<file path="src/rtl/rr_grant_scheduler_if.sv">
// Request/grant bundle between requesters and the round-robin grant scheduler.
// The requester side drives req/done; the scheduler side drives the decoder controls.
interface rr_grant_scheduler_if;
    localparam int unsigned N_REQ = 8;
    localparam int unsigned SEL_W = 3;

    logic [N_REQ-1:0] req;
    logic             done;
    logic [SEL_W-1:0] sel;
    logic             en;
    logic [N_REQ-1:0] gnt;
    logic             timeout;

    modport master (
        output req,
        output done,
        input  sel,
        input  en,
        input  gnt,
        input  timeout
    );

    modport slave (
        input  req,
        input  done,
        output sel,
        output en,
        output gnt,
        output timeout
    );
endinterface

</file>
<file path="src/rtl/rr_grant_scheduler.sv">
// Eight-way round-robin grant scheduler with bounded hold time and one idle cycle between grants.
// Drives a 3-to-8 decoder (sel/en) plus a bit-reversed one-hot grant vector; all outputs registered.
module rr_grant_scheduler #(
    parameter int unsigned MAX_HOLD = 8
) (
    input logic                  clk,
    input logic                  rst,
    rr_grant_scheduler_if.slave  bus
);

    localparam int unsigned N_REQ  = 8;
    localparam int unsigned SEL_W  = 3;
    localparam int unsigned HOLD_W = 4;

    if (MAX_HOLD < 1 || MAX_HOLD > 15) begin : g_bad_max_hold
        $error("rr_grant_scheduler: MAX_HOLD must lie in 1..15");
    end

    typedef enum logic [1:0] {
        IDLE  = 2'd0,
        GRANT = 2'd1,
        GAP   = 2'd2
    } state_t;

    state_t              state_q, state_d;
    logic [SEL_W-1:0]    ptr_q, ptr_d;
    logic [SEL_W-1:0]    sel_q, sel_d;
    logic [HOLD_W-1:0]   hold_q, hold_d;
    logic                en_q, en_d;
    logic [N_REQ-1:0]    gnt_q, gnt_d;
    logic                timeout_q, timeout_d;

    logic [SEL_W-1:0]    winner;
    logic                win_found;
    logic [HOLD_W-1:0]   hold_now;
    logic                limit_hit;
    logic                req_held;
    logic                exit_grant;

    // Rotating priority search: first set request at or above ptr, wrapping 7 -> 0.
    always_comb begin
        winner    = ptr_q;
        win_found = 1'b0;
        for (int unsigned k = 0; k < N_REQ; k++) begin
            if (!win_found && bus.req[SEL_W'(ptr_q + SEL_W'(k))]) begin
                winner    = SEL_W'(ptr_q + SEL_W'(k));
                win_found = 1'b1;
            end
        end
    end

    // hold_q counts completed GRANT cycles, so hold_now is 1 in the first one.
    assign hold_now   = HOLD_W'(hold_q + HOLD_W'(1));
    assign limit_hit  = (hold_now == HOLD_W'(MAX_HOLD));
    assign req_held   = bus.req[sel_q];
    assign exit_grant = bus.done || !req_held || limit_hit;

    // State and datapath registers.
    always_ff @(posedge clk) begin
        if (rst) begin
            state_q   <= IDLE;
            ptr_q     <= '0;
            sel_q     <= '0;
            hold_q    <= '0;
            en_q      <= 1'b0;
            gnt_q     <= '0;
            timeout_q <= 1'b0;
        end else begin
            state_q   <= state_d;
            ptr_q     <= ptr_d;
            sel_q     <= sel_d;
            hold_q    <= hold_d;
            en_q      <= en_d;
            gnt_q     <= gnt_d;
            timeout_q <= timeout_d;
        end
    end

    // Next-state logic.
    always_comb begin
        state_d = state_q;
        case (state_q)
            IDLE, GAP: state_d = win_found ? GRANT : IDLE;
            GRANT:     if (exit_grant) state_d = GAP;
            default:   state_d = IDLE;
        endcase
    end

    // Next values for the registered outputs and the pointer/hold datapath.
    always_comb begin
        ptr_d     = ptr_q;
        sel_d     = sel_q;
        hold_d    = '0;
        timeout_d = 1'b0;
        case (state_q)
            IDLE, GAP: begin
                if (win_found) sel_d = winner;
            end
            GRANT: begin
                if (exit_grant) begin
                    ptr_d     = SEL_W'(sel_q + SEL_W'(1));
                    // Only a pure hold-limit revocation is reported.
                    timeout_d = limit_hit && !bus.done && req_held;
                end else begin
                    hold_d = hold_now;
                end
            end
            default: ;
        endcase
        en_d  = (state_d == GRANT);
        gnt_d = en_d ? (N_REQ'(8'h80) >> sel_d) : '0;
    end

    assign bus.sel     = sel_q;
    assign bus.en      = en_q;
    assign bus.gnt     = gnt_q;
    assign bus.timeout = timeout_q;

    a_gnt_onehot : assert property (@(posedge clk) disable iff (rst) en_q |-> $onehot(gnt_q));
    a_gnt_idle   : assert property (@(posedge clk) disable iff (rst) !en_q |-> (gnt_q == '0));

endmodule

</file>
<file path="src/flat_wrapper.sv">
// flat-port wrapper written by rule: the top's interface ports become plain ports
module rr_grant_scheduler_flat 
#(
    parameter int unsigned MAX_HOLD = 8
)
  (clk, rst, bus_req, bus_done, bus_sel, bus_en, bus_gnt, bus_timeout);
  rr_grant_scheduler_if bus_i ();
  input logic clk;
  input logic rst;
  input wire logic [$bits(bus_i.req)-1:0] bus_req;
  input wire logic [$bits(bus_i.done)-1:0] bus_done;
  output wire logic [$bits(bus_i.sel)-1:0] bus_sel;
  output wire logic [$bits(bus_i.en)-1:0] bus_en;
  output wire logic [$bits(bus_i.gnt)-1:0] bus_gnt;
  output wire logic [$bits(bus_i.timeout)-1:0] bus_timeout;
  assign bus_i.req = bus_req;
  assign bus_i.done = bus_done;
  assign bus_sel = bus_i.sel;
  assign bus_en = bus_i.en;
  assign bus_gnt = bus_i.gnt;
  assign bus_timeout = bus_i.timeout;
  rr_grant_scheduler #(.MAX_HOLD(MAX_HOLD)) u_core (.clk(clk), .rst(rst), .bus(bus_i));
endmodule
</file>
<file path="config.mk">
export PLATFORM = sky130hd
export DESIGN_NAME = rr_grant_scheduler_flat
export DESIGN_NICKNAME = d
export VERILOG_FILES = /design/src/rtl/rr_grant_scheduler_if.sv /design/src/rtl/rr_grant_scheduler.sv /design/src/flat_wrapper.sv
export SDC_FILE = /design/constraint.sdc
export NUM_CORES = 1
export LEC_CHECK = 0
export ABC_AREA = 0
export ABC_CLOCK_PERIOD_IN_PS = 4550
export CAP_MARGIN = 20
export CORE_ASPECT_RATIO = 0.8
export CORE_MARGIN = 2
export CORE_UTILIZATION = 52
export CTS_BUF_LIST = sky130_fd_sc_hd__clkbuf_2
export DETAILED_ROUTE_END_ITERATION = 10
export PLACE_DENSITY = 0.76
export SYNTH_ARGS = -nofsm -noshare
export SYNTH_HDL_FRONTEND = slang
export SYNTH_SLANG_ARGS = --single-unit
</file>
<file path="constraint.sdc">
create_clock -name clk -period 4.55 [get_ports clk]
set_input_delay 1.365 -clock clk [delete_from_list [all_inputs] [get_ports clk]]
set_output_delay 1.365 -clock clk [all_outputs]
set_load 0.01 [all_outputs]
</file>
Yosys cells after proc, flatten, opt, wreduce, memory -nomap -nowiden
Cells that the tools add are included.
{"block": "word_totals", "regBits": 22, "latchBits": 0, "ramBits": 0, "romBits": 0, "output_inout_bits": 13, "wordCells": 97, "n_memories": 0}
{"block": "op_classes", "n_addsub": 9, "mul": 0, "div_mod_pow": 0, "order_cmp": 9, "n_eq_ne": 4, "n_shift": 1, "n_mux": 38, "n_bitwise": 3, "n_reduce_logical": 26}
{"cell": "$lt A3 B4 Y1 const B", "n": 9}
{"cell": "$bmux W1 S3", "n": 9}
{"cell": "$mux W3", "n": 9}
{"cell": "$mux W1", "n": 18}
{"cell": "$add A3 B3 Y3 const B", "n": 4}
{"cell": "$logic_and A1 B1 Y1", "n": 9}
{"cell": "$logic_not A1 Y1", "n": 9}
{"cell": "$shr A8 B3 Y8 const A", "n": 1}
{"cell": "$add A3 B1 Y3 const B", "n": 2}
{"cell": "$add A3 B2 Y3 const B", "n": 2}
{"cell": "$reduce_or A3 Y1", "n": 2}
{"cell": "$add A4 B1 Y4 const B", "n": 1}
{"cell": "$eq A2 B1 Y1 const B", "n": 2}
{"cell": "$eq A4 B4 Y1 const B", "n": 1}
{"cell": "$pmux W2 S2", "n": 1}
{"cell": "$reduce_or A2 Y1", "n": 2}
{"cell": "$not A1 Y1", "n": 3}
{"cell": "$eq A2 B2 Y1 const B", "n": 1}
{"cell": "$logic_not A2 Y1", "n": 1}
{"cell": "$logic_or A1 B1 Y1", "n": 2}
{"cell": "$mux W2", "n": 1}
{"cell": "$reduce_and A2 Y1", "n": 1}

Logic depth before layout (Yosys ltp)
{"block": "depth", "depth_word": 29, "depth_mapped": 13}

Worst setup path after synthesis
Ideal clock, no wire load.
{"block": "synth_path", "kind": "input -> register", "from": "in bus_req[7]", "to": "reg u_core.gnt_q[4], in the netlist u_core.bus.gnt[4]", "arrival_time_ns": 3.602, "t_required_ns": 4.472, "setup_slack_ns": 0.870, "path_stages": 7, "n_path_buf": 0, "path_cell_list": "mux2_1 > mux4_2 > o32a_4 > or3_4 > and4_4 > o32a_1 > nor3_1"}
{"block": "synth_via", "elab_chain_len": 29}
{"element": "start: declaration", "line": "flat_wrapper.sv:10", "source": "input wire logic [$bits(bus_i.req)-1:0] bus_req;"}
{"element": "$bmux W1 S3", "line": "rr_grant_scheduler.sv:45", "source": "if (!win_found && bus.req[SEL_W'(ptr_q + SEL_W'(k))]) begin"}
{"element": "$mux W1 (implied by the code)", "line": "rr_grant_scheduler.sv:45"}
{"element": "$mux W1", "line": "rr_grant_scheduler.sv:45"}
{"element": "$logic_not A1 Y1", "line": "rr_grant_scheduler.sv:45"}
{"element": "$logic_and A1 B1 Y1", "line": "rr_grant_scheduler.sv:45"}
{"element": "$mux W1", "line": "rr_grant_scheduler.sv:45"}
{"element": "$logic_not A1 Y1", "line": "rr_grant_scheduler.sv:45"}
{"element": "$logic_and A1 B1 Y1", "line": "rr_grant_scheduler.sv:45"}
{"element": "(+13 left out)"}
{"element": "$logic_not A1 Y1", "line": "rr_grant_scheduler.sv:45"}
{"element": "$logic_and A1 B1 Y1", "line": "rr_grant_scheduler.sv:45"}
{"element": "$mux W1", "line": "rr_grant_scheduler.sv:45"}
{"element": "$mux W1", "line": "rr_grant_scheduler.sv:83", "source": "IDLE, GAP: state_d = win_found ? GRANT : IDLE;"}
{"element": "$pmux W2 S2", "line": "rr_grant_scheduler.sv:82", "source": "case (state_q)"}
{"element": "$eq A2 B1 Y1", "line": "rr_grant_scheduler.sv:110", "source": "en_d = (state_d == GRANT);"}
{"element": "$not A1 Y1 (no source line)"}
{"element": "$reduce_or A2 Y1 (no source line)"}
{"element": "end signal: assignment", "line": "rr_grant_scheduler.sv:74", "source": "gnt_q <= gnt_d;"}
{"element": "end: declaration", "line": "rr_grant_scheduler.sv:30", "source": "logic [N_REQ-1:0] gnt_q, gnt_d;"}
Several ways; a longest one is shown, not always the timed one. The select of a mux whose other input is x is not followed.
A chain may end at the register's enable or synchronous reset.

Final worst setup path
{"block": "layout_path", "from": "in bus_req[7]", "to": "reg u_core.gnt_q[2], in the netlist u_core.bus.gnt[2]"}
Same word-level chain as after synthesis.

==> impl_metrics.tcl <==
set metrics [dict create \
    n_antenna_cell 0 \
    hp-start "u_core.hold_q[0]" \
    hold_viol 0 \
    p_int_uw 515 \
    r2r_setup_slack_ps 760 \
    power_density_mw_per_mm2 439 \
    synth.distinct_cells 46 \
    total_power_uw 909 \
    avgSynthCellArea_sq_um 9.52 \
    netlist.top_cell.by_area "dfxtp_1" \
    dp_slack_ps 153 \
    worstMarginPinSlew_ps 691 \
    grt_pass1_vias 1525 \
    clockBufferDepth 2 \
    cts_setup_buffers 0 \
    fmax_mhz 247 \
    ys_top_cells_by_count "dfxtp_1 (22), nor2_1 (15), nor3_1 (14)" \
    cts_tree "done" \
    finalCritPeriodShare_pct 88.9 \
    grt_max_degree 16 \
    worstSkewPairLatency_ps 330 \
    yosys-top-cells-area "dfxtp_1 (25%), mux4_2 (16%), mux2i_1 (6.7%), nor3_1 (3.9%), mux2_2 (3.1%)" \
    slew_viol_final 0 \
    synthArstFlopShare_pct 0 \
    wl_per_cell_um 18.0 \
    critPathMaxFanout 9 \
    worst_hold_path_type "reg2reg" \
    leakage_nw 0.761 \
    vdd_ir_drop_max_mv 0.268 \
    setup_ws_ps 507 \
    critPathCaptureType "flop" \
    holdBufCountCts 0 \
    routed_wl_um 4510 \
    grt_pass1_wl_um 7710 \
    num_io_pins 24 \
    switching_power_uw 394 \
    power_frac_seq_pct 27.8 \
    drive_gt1_share_pct 17.2 \
    final-setup-viol-count 0 \
    hold_path_end "u_core.hold_q[0]" \
    r2r-end "u_core.bus.gnt[2]" \
    cts_resized 0 \
    synthFlopType "dfxtp_1" \
    num_rows 19 \
    p_clk_share_pct 8.4 \
    setup_tns_ps 0 \
    crit_required_ps 4820 \
    overflow 0 \
    drc 0 \
    dr.first_iter.drc_count 94 \
    port_buffers 23 \
    drv_cap 0 \
    setup.worst_path.start_class "input pin" \
    synthCells 188 \
    synth_top_area_share_pct 24.6 \
    worstReg2RegStart "u_core.ptr_q[1]" \
    clk_pin_slew_ps 190 \
    dieHeight_um 56.5 \
    core_region_area_sq_mm 0.00335 \
    cpPeakStageDelay_ps 520 \
    synth_most_common_cell "dfxtp_1" \
    num_vias 1637 \
    ys_ff_latch 22 \
    start_util_pct 53.4 \
    syn_nets 203 \
    numCtsBuffers 3 \
    relSlewSlack_pct 53.9 \
    critPathSlowestCell "clkdlybuf4s50_1" \
    yosysSeqAreaShare_pct 24.6 \
    share_comb_of_total_power_pct 63.8 \
    rsz0062_at_grt "no" \
    antenna_found_initial 0 \
    crit_type "in2reg" \
    root_buffer "clkbuf_2" \
    syn_area_sq_mm 0.00179 \
    dp_hpwl_um 3450 \
    nNetsFinal 225 \
    grt.total_usage_pct 24.5 \
    arrival_ps 4310 \
    path_cells "clkdlybuf4s50_1, mux2_1, mux4_2, o32a_4, or3_4, and4_4, o32a_1, nor3_1" \
    netSwitchingFraction_pct 43.4 \
    dieWidth_um 69.6 \
    htree_levels 1 \
    synth-edff-count 0 \
    fin_worst_skew_ps 0.822 \
    clock_sinks 22 \
    die_area_sq_mm 0.00393 \
    status "complete, no violations" \
    dr.pass1.iters 4 \
    place_congestion 0.889 \
    area_growth_pct 15.8 \
    yosysWarningCount 0 \
    hold_depth 1 \
    vias_per_cell 6.52 \
    reg2regPathDepth 9 \
    finalCriticalPeriod_ps 4040 \
    antenna_left 0 \
]
## layout make-up
| class | count | area [sq um] |
|---|---|---|
| flip-flops and latches | 22 | 440 |
| repair buffers | 28 | 268 |
| fillers | 279 | 1280 |
| well taps | 42 | 52.6 |
| clock buffers | 3 | 15.0 |
| multi-input cells | 144 | 1250 |
| clock inverters | 1 | 3.75 |
| inverters | 11 | 41.3 |
## layer usage
layer | wire length [um] | track usage (%) | part of all wire (%)
met1 | 2120 | 34.8 | 47
met2 | 2090 | 38.9 | 46
met3 | 250 | 4.67 | 5.5
met4 | 43 | 5.88 | 0.95
met5 | 0 | 0 | 0
## power groups by stage
stage	sequential [mW]	combinational (mW)	clock [mW]
2_1_floorplan	0.252	0.419	0
3_3_place_gp	0.256	0.550	0
3_5_place_dp	0.257	0.567	0
4_1_cts	0.253	0.572	0.0777
5_1_grt	0.257	0.628	0.0857
6_report	0.253	0.580	0.0761
## metrics by stage
stage                     cell area (sq um)  std cells  hold WS [ps]  utilization (%)
after CTS                              2070        251           492             61.8
after global placement                 2050        247           442             61.3
after global routing                   2070        251           539             61.8
after floorplan                        1790        188           430                -
after detailed placement               2050        247           456             61.3
final                                  2070        251           493             61.8
## worst max-delay path, delay by kind of cell
| family | cells | cell delay [ps] |
|---|---|---|
| multiplexers | 2 | 870 |
| AO/OA/AOI/OAI | 2 | 790 |
| AND/OR/NAND/NOR | 3 | 760 |
| buffers and inverters | 1 | 520 |
## state kept, by name, indices dropped and copies added, names as in the netlist
name                flops
u_core.bus.sel          3
u_core.state_q          2
u_core.hold_q           4
u_core.bus.timeout      1
u_core.ptr_q            3
u_core.bus.gnt          8
u_core.bus.en           1
## cells in the final DEF, fill, tap and decap left out, types with 5 or more instances in the layout
cell,synthesis,layout
buf_4,1,5
a21oi_1,7,7
nor3_1,14,14
mux2i_1,12,12
clkdlybuf4s50_1,0,23
dfxtp_1,22,22
nand2b_1,6,6
nand2_1,10,10
inv_1,11,11
mux4_2,13,13
mux2_2,5,5
nor2_1,15,15
## logic make-up (layout without fill, tap and decap cells)
group,count (synthesis),in the layout,share of synthesized area (%)
fa+ha+maj,4,4,2.80
compound gates,37,37,16.3
flops,22,22,24.6
buf+inv,22,43,5.45
xor+xnor,7,7,3.43
mux,34,34,29.4
simple gates,62,62,18.0
## how the worst max path moves through the flow
stage,startpoint,end,slack (ps),cells past startpoint
after floorplan,bus_req[7],u_core.bus.gnt[4],870,7
after global placement,bus_req[0],u_core.bus.gnt[6],230,8
after detailed placement,bus_req[7],u_core.bus.gnt[2],150,8
after CTS,bus_req[7],u_core.bus.gnt[2],520,8
after global routing,bus_req[7],u_core.bus.gnt[0],400,8
final,bus_req[7],u_core.bus.gnt[2],510,8
Note: power is estimated with default switching activity, not from simulation.
